===== src/rtl/key_debounce_sync.sv =====
`default_nettype none
// ============================================================================
// Module      : key_debounce_sync
// Description : Debouncer for a raw push-button / switch input. The raw level
//               is brought into the clk domain by a two-flop synchronizer and
//               then qualified by a four-state FSM. key_level only changes
//               after STABLE_CYCLES consecutive synchronized samples that
//               differ from the current level. Single-cycle registered edge
//               pulses accompany every debounced transition.
//
// Ports       : clk       - single clock, rising edge
//               rst       - synchronous active-high reset
//               key_in    - raw asynchronous key level
//               key_level - debounced level (registered)
//               key_rise  - one-cycle pulse on debounced 0->1 (registered)
//               key_fall  - one-cycle pulse on debounced 1->0 (registered)
//
// Parameters  : STABLE_CYCLES - qualifying samples required, 2..65535
//
// Revision    : 1.0 - initial release
// ============================================================================
module key_debounce_sync #(
    parameter int STABLE_CYCLES = 4
) (
    input  logic clk,
    input  logic rst,
    input  logic key_in,
    output logic key_level,
    output logic key_rise,
    output logic key_fall
);

    // ------------------------------------------------------------------------
    // Constants
    // ------------------------------------------------------------------------
    localparam int                 c_CNT_W    = $clog2(STABLE_CYCLES);
    localparam logic [c_CNT_W-1:0] c_CNT_ZERO = '0;
    localparam logic [c_CNT_W-1:0] c_CNT_ONE  = c_CNT_W'(1);
    // Count value at which the final qualifying sample completes the change.
    localparam logic [c_CNT_W-1:0] c_CNT_LAST = c_CNT_W'(STABLE_CYCLES - 1);

    typedef enum logic [1:0] {
        IDLE_LOW  = 2'd0,
        WAIT_HIGH = 2'd1,
        IDLE_HIGH = 2'd2,
        WAIT_LOW  = 2'd3
    } state_t;

    // ------------------------------------------------------------------------
    // Registers
    // ------------------------------------------------------------------------
    logic               r_s1;
    logic               r_s2;
    logic [c_CNT_W-1:0] r_cnt;
    state_t             r_state;

    // ------------------------------------------------------------------------
    // Two-flop synchronizer. Only r_s2 is considered safe to decide on.
    // ------------------------------------------------------------------------
    always_ff @(posedge clk) begin
        if (rst) begin
            r_s1 <= 1'b0;
            r_s2 <= 1'b0;
        end else begin
            r_s1 <= key_in;
            r_s2 <= r_s1;
        end
    end

    // ------------------------------------------------------------------------
    // Qualification FSM with registered outputs.
    // Entering a WAIT state counts the first differing sample (cnt = 1); any
    // sample matching the current level aborts back to IDLE with no credit
    // kept, so only an unbroken run of STABLE_CYCLES samples changes the level.
    // ------------------------------------------------------------------------
    always_ff @(posedge clk) begin
        if (rst) begin
            r_state   <= IDLE_LOW;
            r_cnt     <= c_CNT_ZERO;
            key_level <= 1'b0;
            key_rise  <= 1'b0;
            key_fall  <= 1'b0;
        end else begin
            // Pulses default low so each lasts exactly one cycle.
            key_rise <= 1'b0;
            key_fall <= 1'b0;

            case (r_state)
                IDLE_LOW: begin
                    if (r_s2) begin
                        r_cnt   <= c_CNT_ONE;
                        r_state <= WAIT_HIGH;
                    end else begin
                        r_cnt   <= c_CNT_ZERO;
                    end
                end

                WAIT_HIGH: begin
                    if (!r_s2) begin
                        // Bounce: restart qualification from scratch.
                        r_cnt   <= c_CNT_ZERO;
                        r_state <= IDLE_LOW;
                    end else if (r_cnt == c_CNT_LAST) begin
                        r_cnt     <= c_CNT_ZERO;
                        r_state   <= IDLE_HIGH;
                        key_level <= 1'b1;
                        key_rise  <= 1'b1;
                    end else begin
                        r_cnt <= r_cnt + c_CNT_ONE;
                    end
                end

                IDLE_HIGH: begin
                    if (!r_s2) begin
                        r_cnt   <= c_CNT_ONE;
                        r_state <= WAIT_LOW;
                    end else begin
                        r_cnt   <= c_CNT_ZERO;
                    end
                end

                WAIT_LOW: begin
                    if (r_s2) begin
                        // Glitch low while released-pending: keep level high.
                        r_cnt   <= c_CNT_ZERO;
                        r_state <= IDLE_HIGH;
                    end else if (r_cnt == c_CNT_LAST) begin
                        r_cnt     <= c_CNT_ZERO;
                        r_state   <= IDLE_LOW;
                        key_level <= 1'b0;
                        key_fall  <= 1'b1;
                    end else begin
                        r_cnt <= r_cnt + c_CNT_ONE;
                    end
                end

                default: begin
                    r_cnt     <= c_CNT_ZERO;
                    r_state   <= IDLE_LOW;
                    key_level <= 1'b0;
                end
            endcase
        end
    end

endmodule
`default_nettype wire


===== config.mk =====
export PLATFORM = sky130hd
export DESIGN_NAME = key_debounce_sync
export DESIGN_NICKNAME = d
export VERILOG_FILES = /design/src/rtl/key_debounce_sync.sv
export SDC_FILE = /design/constraint.sdc
export NUM_CORES = 1
export LEC_CHECK = 0
export ABC_AREA = 1
export BUFFER_PORTS_ARGS = -buffer_cell sky130_fd_sc_hd__buf_2
export CAP_MARGIN = 20
export CORE_AREA = 5 5 42 44
export DETAILED_ROUTE_END_ITERATION = 6
export DIE_AREA = 0 0 47 49
export MAX_ROUTING_LAYER = met4
export PLACE_DENSITY = 0.41
export SETUP_SLACK_MARGIN = 0.3
export SYNTH_ARGS = -nofsm -noshare
export SYNTH_HDL_FRONTEND = slang
export SYNTH_SLANG_ARGS = --single-unit

===== constraint.sdc =====
create_clock -name clk -period 1.2 [get_ports clk]
set_input_delay 0.18 -clock clk [delete_from_list [all_inputs] [get_ports clk]]
set_output_delay 0.18 -clock clk [all_outputs]
set_load 0.1 [all_outputs]

* Word level (Yosys, flattened, before mapping)
Cells that the tools add are included.
** Operators by class
- Equal/unequal tests :: 12
- Mux-type cells :: 19
- $add $sub $neg :: 1
- Reduce and logical (&&, ||, !) cells :: 6
- Bitwise logic cells :: 3
** Operators with widths (count)
- 2-bit two-way mux :: 9
- 2-bit one-hot mux with 4 select lines :: 2
- 2-bit inequality test (second input constant) :: 6
- 1-bit two-way mux :: 7
- 2-bit equality test (second input constant) :: 3
- 3-bit inequality test (second input constant) :: 2
- 3-bit OR reduction :: 2
- 5-bit AND reduction :: 1
- 4-bit AND reduction :: 1
- 1-bit inverter :: 3
- 2-bit by 1-bit adder with 2-bit output (second input constant) :: 1
- 2-bit by 1-bit equality test with 1-bit output (second input constant) :: 1
- 2-bit zero test :: 1
- 1-bit one-hot mux with 2 select lines :: 1
- 2-bit nonzero test :: 1
** Storage, ports and cells
- Logic and storage cells :: 48
- Bits in registers :: 9
- Bits of input ports :: 3
- Output and inout bits :: 3

* Longest topological paths before layout
- Depth after elaboration :: 4
- Depth in mapped cells :: 6
- Depth with buffers taken out :: 6

* Worst setup path after synthesis
OpenSTA, ideal clock, no wires.
- Path kind :: reg-to-reg
- From :: register key_level (netlist name)
- To :: register key_level
- Path slack :: -66 ps
- Clock period less this slack :: 1266 ps
- Buffers on the path :: 0
- Cell stages (with the launch flop) :: 5
- Data arrival time :: 1206 ps
- Setup time :: 60 ps
- Data required time :: 1140 ps
- Cell sequence :: dfxtp_1 -> inv_1 -> nor2_1 -> nand2_1 -> nand2_1
** RTL lines
- end signal, assigned :: RTL line 80 : key_level <= 1'b0;
- end signal, assigned :: RTL line 106 : key_level <= 1'b1;
- end signal, assigned :: RTL line 130 : key_level <= 1'b0;
- end, declared :: RTL line 28 : output logic key_level,

* Final worst setup path
- From :: register key_level
- To :: output port key_level
No word-level cell between the ends.

==> impl_metrics.json <==
{
  "p_leak_nw": 0.2207,
  "multi_input_area_um2": 128.9,
  "slowest_delay_ns": 0.35,
  "syn-num-nets": 44,
  "arrival_ns": 0.78,
  "worst_clock_skew_ns": 0.001652,
  "antenna_found_initial": 0,
  "die_area_um2": 2303,
  "critPathLaunchType": "register",
  "clock_path_buffers": 2,
  "switching_share": 0.2057,
  "fin_nets": 55,
  "start_util": 0.2304,
  "areaGrowthSynthToFinish_pct": 47.67,
  "tightest_slew_ns": 0.1486,
  "cap_violations": 0,
  "grt_pass1_vias": 228,
  "path_delay_family": "flip-flops",
  "h-tree-depth": 1,
  "grt_pass1_wl_um": 959,
  "ys_top_cells_by_area": "dfxtp_1 (56%), inv_1 (9.3%), nor2_1 (8.1%)",
  "critPathKind": "register to primary output",
  "layout_min_cycle_time_ns": 0.9587,
  "root_buffer": "clkbuf_4",
  "yosysWarnings": 0,
  "row_count": 14,
  "p_comb_frac": 0.029,
  "routed_wl_um": 544,
  "yosysTopAreaCellShare": 0.5581,
  "cts_tree": "built",
  "ioPinCount": 6,
  "numCtsBuffers": 3,
  "drive_gt1_frac": 0.4200,
  "tns_ns": 0,
  "rsz0062_at_grt": "true",
  "seq_power_share": 0.557,
  "postSynthAreaPerCell_um2": 8.070,
  "drtPass1Iterations": 4,
  "filler_cell_count": 157,
  "core_um2": 1401,
  "p_sw_w": 0.0001137,
  "cts.sinks": 9,
  "min_period_over_period": 0.7989,
  "end_kind": "primary output",
  "first_iter_violations": 4,
  "dieHeight_um": 49,
  "layout_common_cells": "inv_1 (7), nor2_1 (7), dfxtp_2 (6)",
  "relSlewSlack": 0.9008,
  "dieWidth_um": 47,
  "synth_area_um2": 322.8,
  "grt_use_total": 0.06372,
  "pwr-share-clk": 0.414,
  "wire_per_inst_um": 8.242,
  "final_antenna_net_count": 0,
  "drcViolationCount": 0,
  "critPathSlowestCell": "dfxtp_2",
  "regArea_um2": 187.7,
  "path_buf_inv": 1,
  "powerDensity_nw_per_um2": 1160,
  "hold_class": "input port to register",
  "crit_required_ns": 1.02,
  "grt.overflow.total": 0,
  "synth.largest_area_cell": "dfxtp_1",
  "setup_violations": 0,
  "clk_latency_ns": 0.26,
  "port-buffer-count": 5,
  "place_congestion": 0.6201,
  "drv_slew": 0,
  "hold_slack_ns": 0.1160,
  "ys_types": 13,
  "dp_hpwl_um": 389,
  "ys_seq_area_frac": 0.5581,
  "p_int_w": 0.0004393,
  "status": "completed",
  "fmax_mhz": 1043,
  "vias": 254,
  "via_per_inst": 3.848,
  "peakVddDrop_uv": 461.8,
  "grt_max_degree": 6,
  "crit_path_cell_trace": "buf_12",
  "synth.ff_latch_count": 9,
  "syn_inst": 40,
  "cts.reportedPaths.clkPinSlew_ns": 0.06,
  "critPathMaxFanout": 2,
  "antennaDiodeCount": 0,
  "hold_violations": 0
}
[kinds of logic after synthesis]
| group | synth area share |
|---|---|
| fa+ha+maj | 0.03875 |
| flops | 0.5581 |
| compound gates | 0.03098 |
| buf+inv | 0.1046 |
| simple gates | 0.2675 |
[metrics by stage]
stage	instances	total power (W)	cell area [um2]	util	worst slack, ns
floorplan	40	0.0003218	326.6	-	0.2431
global placement	61	0.0003280	416.7	0.2973	0.2056
detailed placement	61	0.0003284	416.7	0.2973	0.2060
CTS	65	0.0005646	449.2	0.3205	0.2249
global route	66	0.0005851	476.7	0.3402	0.2040
finish	66	0.0005530	476.7	0.3402	0.2413
[final cells by class]
class / count / share of cell area
flip-flops and latches: 9 / 0.3937
multi-input cells: 22 / 0.2703
repair buffers: 6 / 0.1627
inverters: 9 / 0.07612
clock buffers: 4 / 0.05512
well taps: 16 / 0.04199
[repair_timing]
| action | in CTS | in global routing |
|---|---|---|
| gates resized for setup | 4 | 5 |
| endpoints found under the setup margin | 6 | 7 |
| pin swaps | 0 | 1 |
| gates cloned | 0 | 0 |
| buffers inserted | 0 | 1 |
| hold buffers | 0 | 0 |
[metal layers]
metal / track usage / up-vias / wire length [um]
met1: 0.08204 / 101 / 280
li1: - / 141 / -
met3: 0.03321 / 2 / 37
met2: 0.06109 / 10 / 212
met5: - / - / 0
met4: 0.06912 / 0 / 12
[path summary, 6_finish.rpt]
check	startpoint	end	slack, ns	cells after the start
hold reg to reg	r_s1$_SDFF_PP0_	r_s2$_SDFF_PP0_	0.40	2
hold / removal	rst	r_s2$_SDFF_PP0_	0.12	2
setup / recovery	key_level$_SDFFE_PP0P_	key_level	0.24	1
setup reg to reg	r_cnt[1]$_SDFF_PP0_	key_level$_SDFFE_PP0P_	0.32	6
[power by group through the flow]
stage | combinational (W) | clock (W) | sequential [W]
floorplan | 0.00000883 | 0 | 0.000313
global placement | 0.0000144 | 0 | 0.000314
detailed placement | 0.0000147 | 0 | 0.000314
CTS | 0.0000148 | 0.000243 | 0.000307
global route | 0.0000196 | 0.000257 | 0.000309
finish | 0.0000161 | 0.000229 | 0.000308
[synthesized netlist by cell type (all sizes together)]
library cell / count
o21ai: 1
nor2: 7
inv: 9
nand4: 1
a21oi: 1
nor3: 1
nand2: 7
ha: 1
dfxtp: 9
nand3: 3
Power figures use the tool's default switching activity.
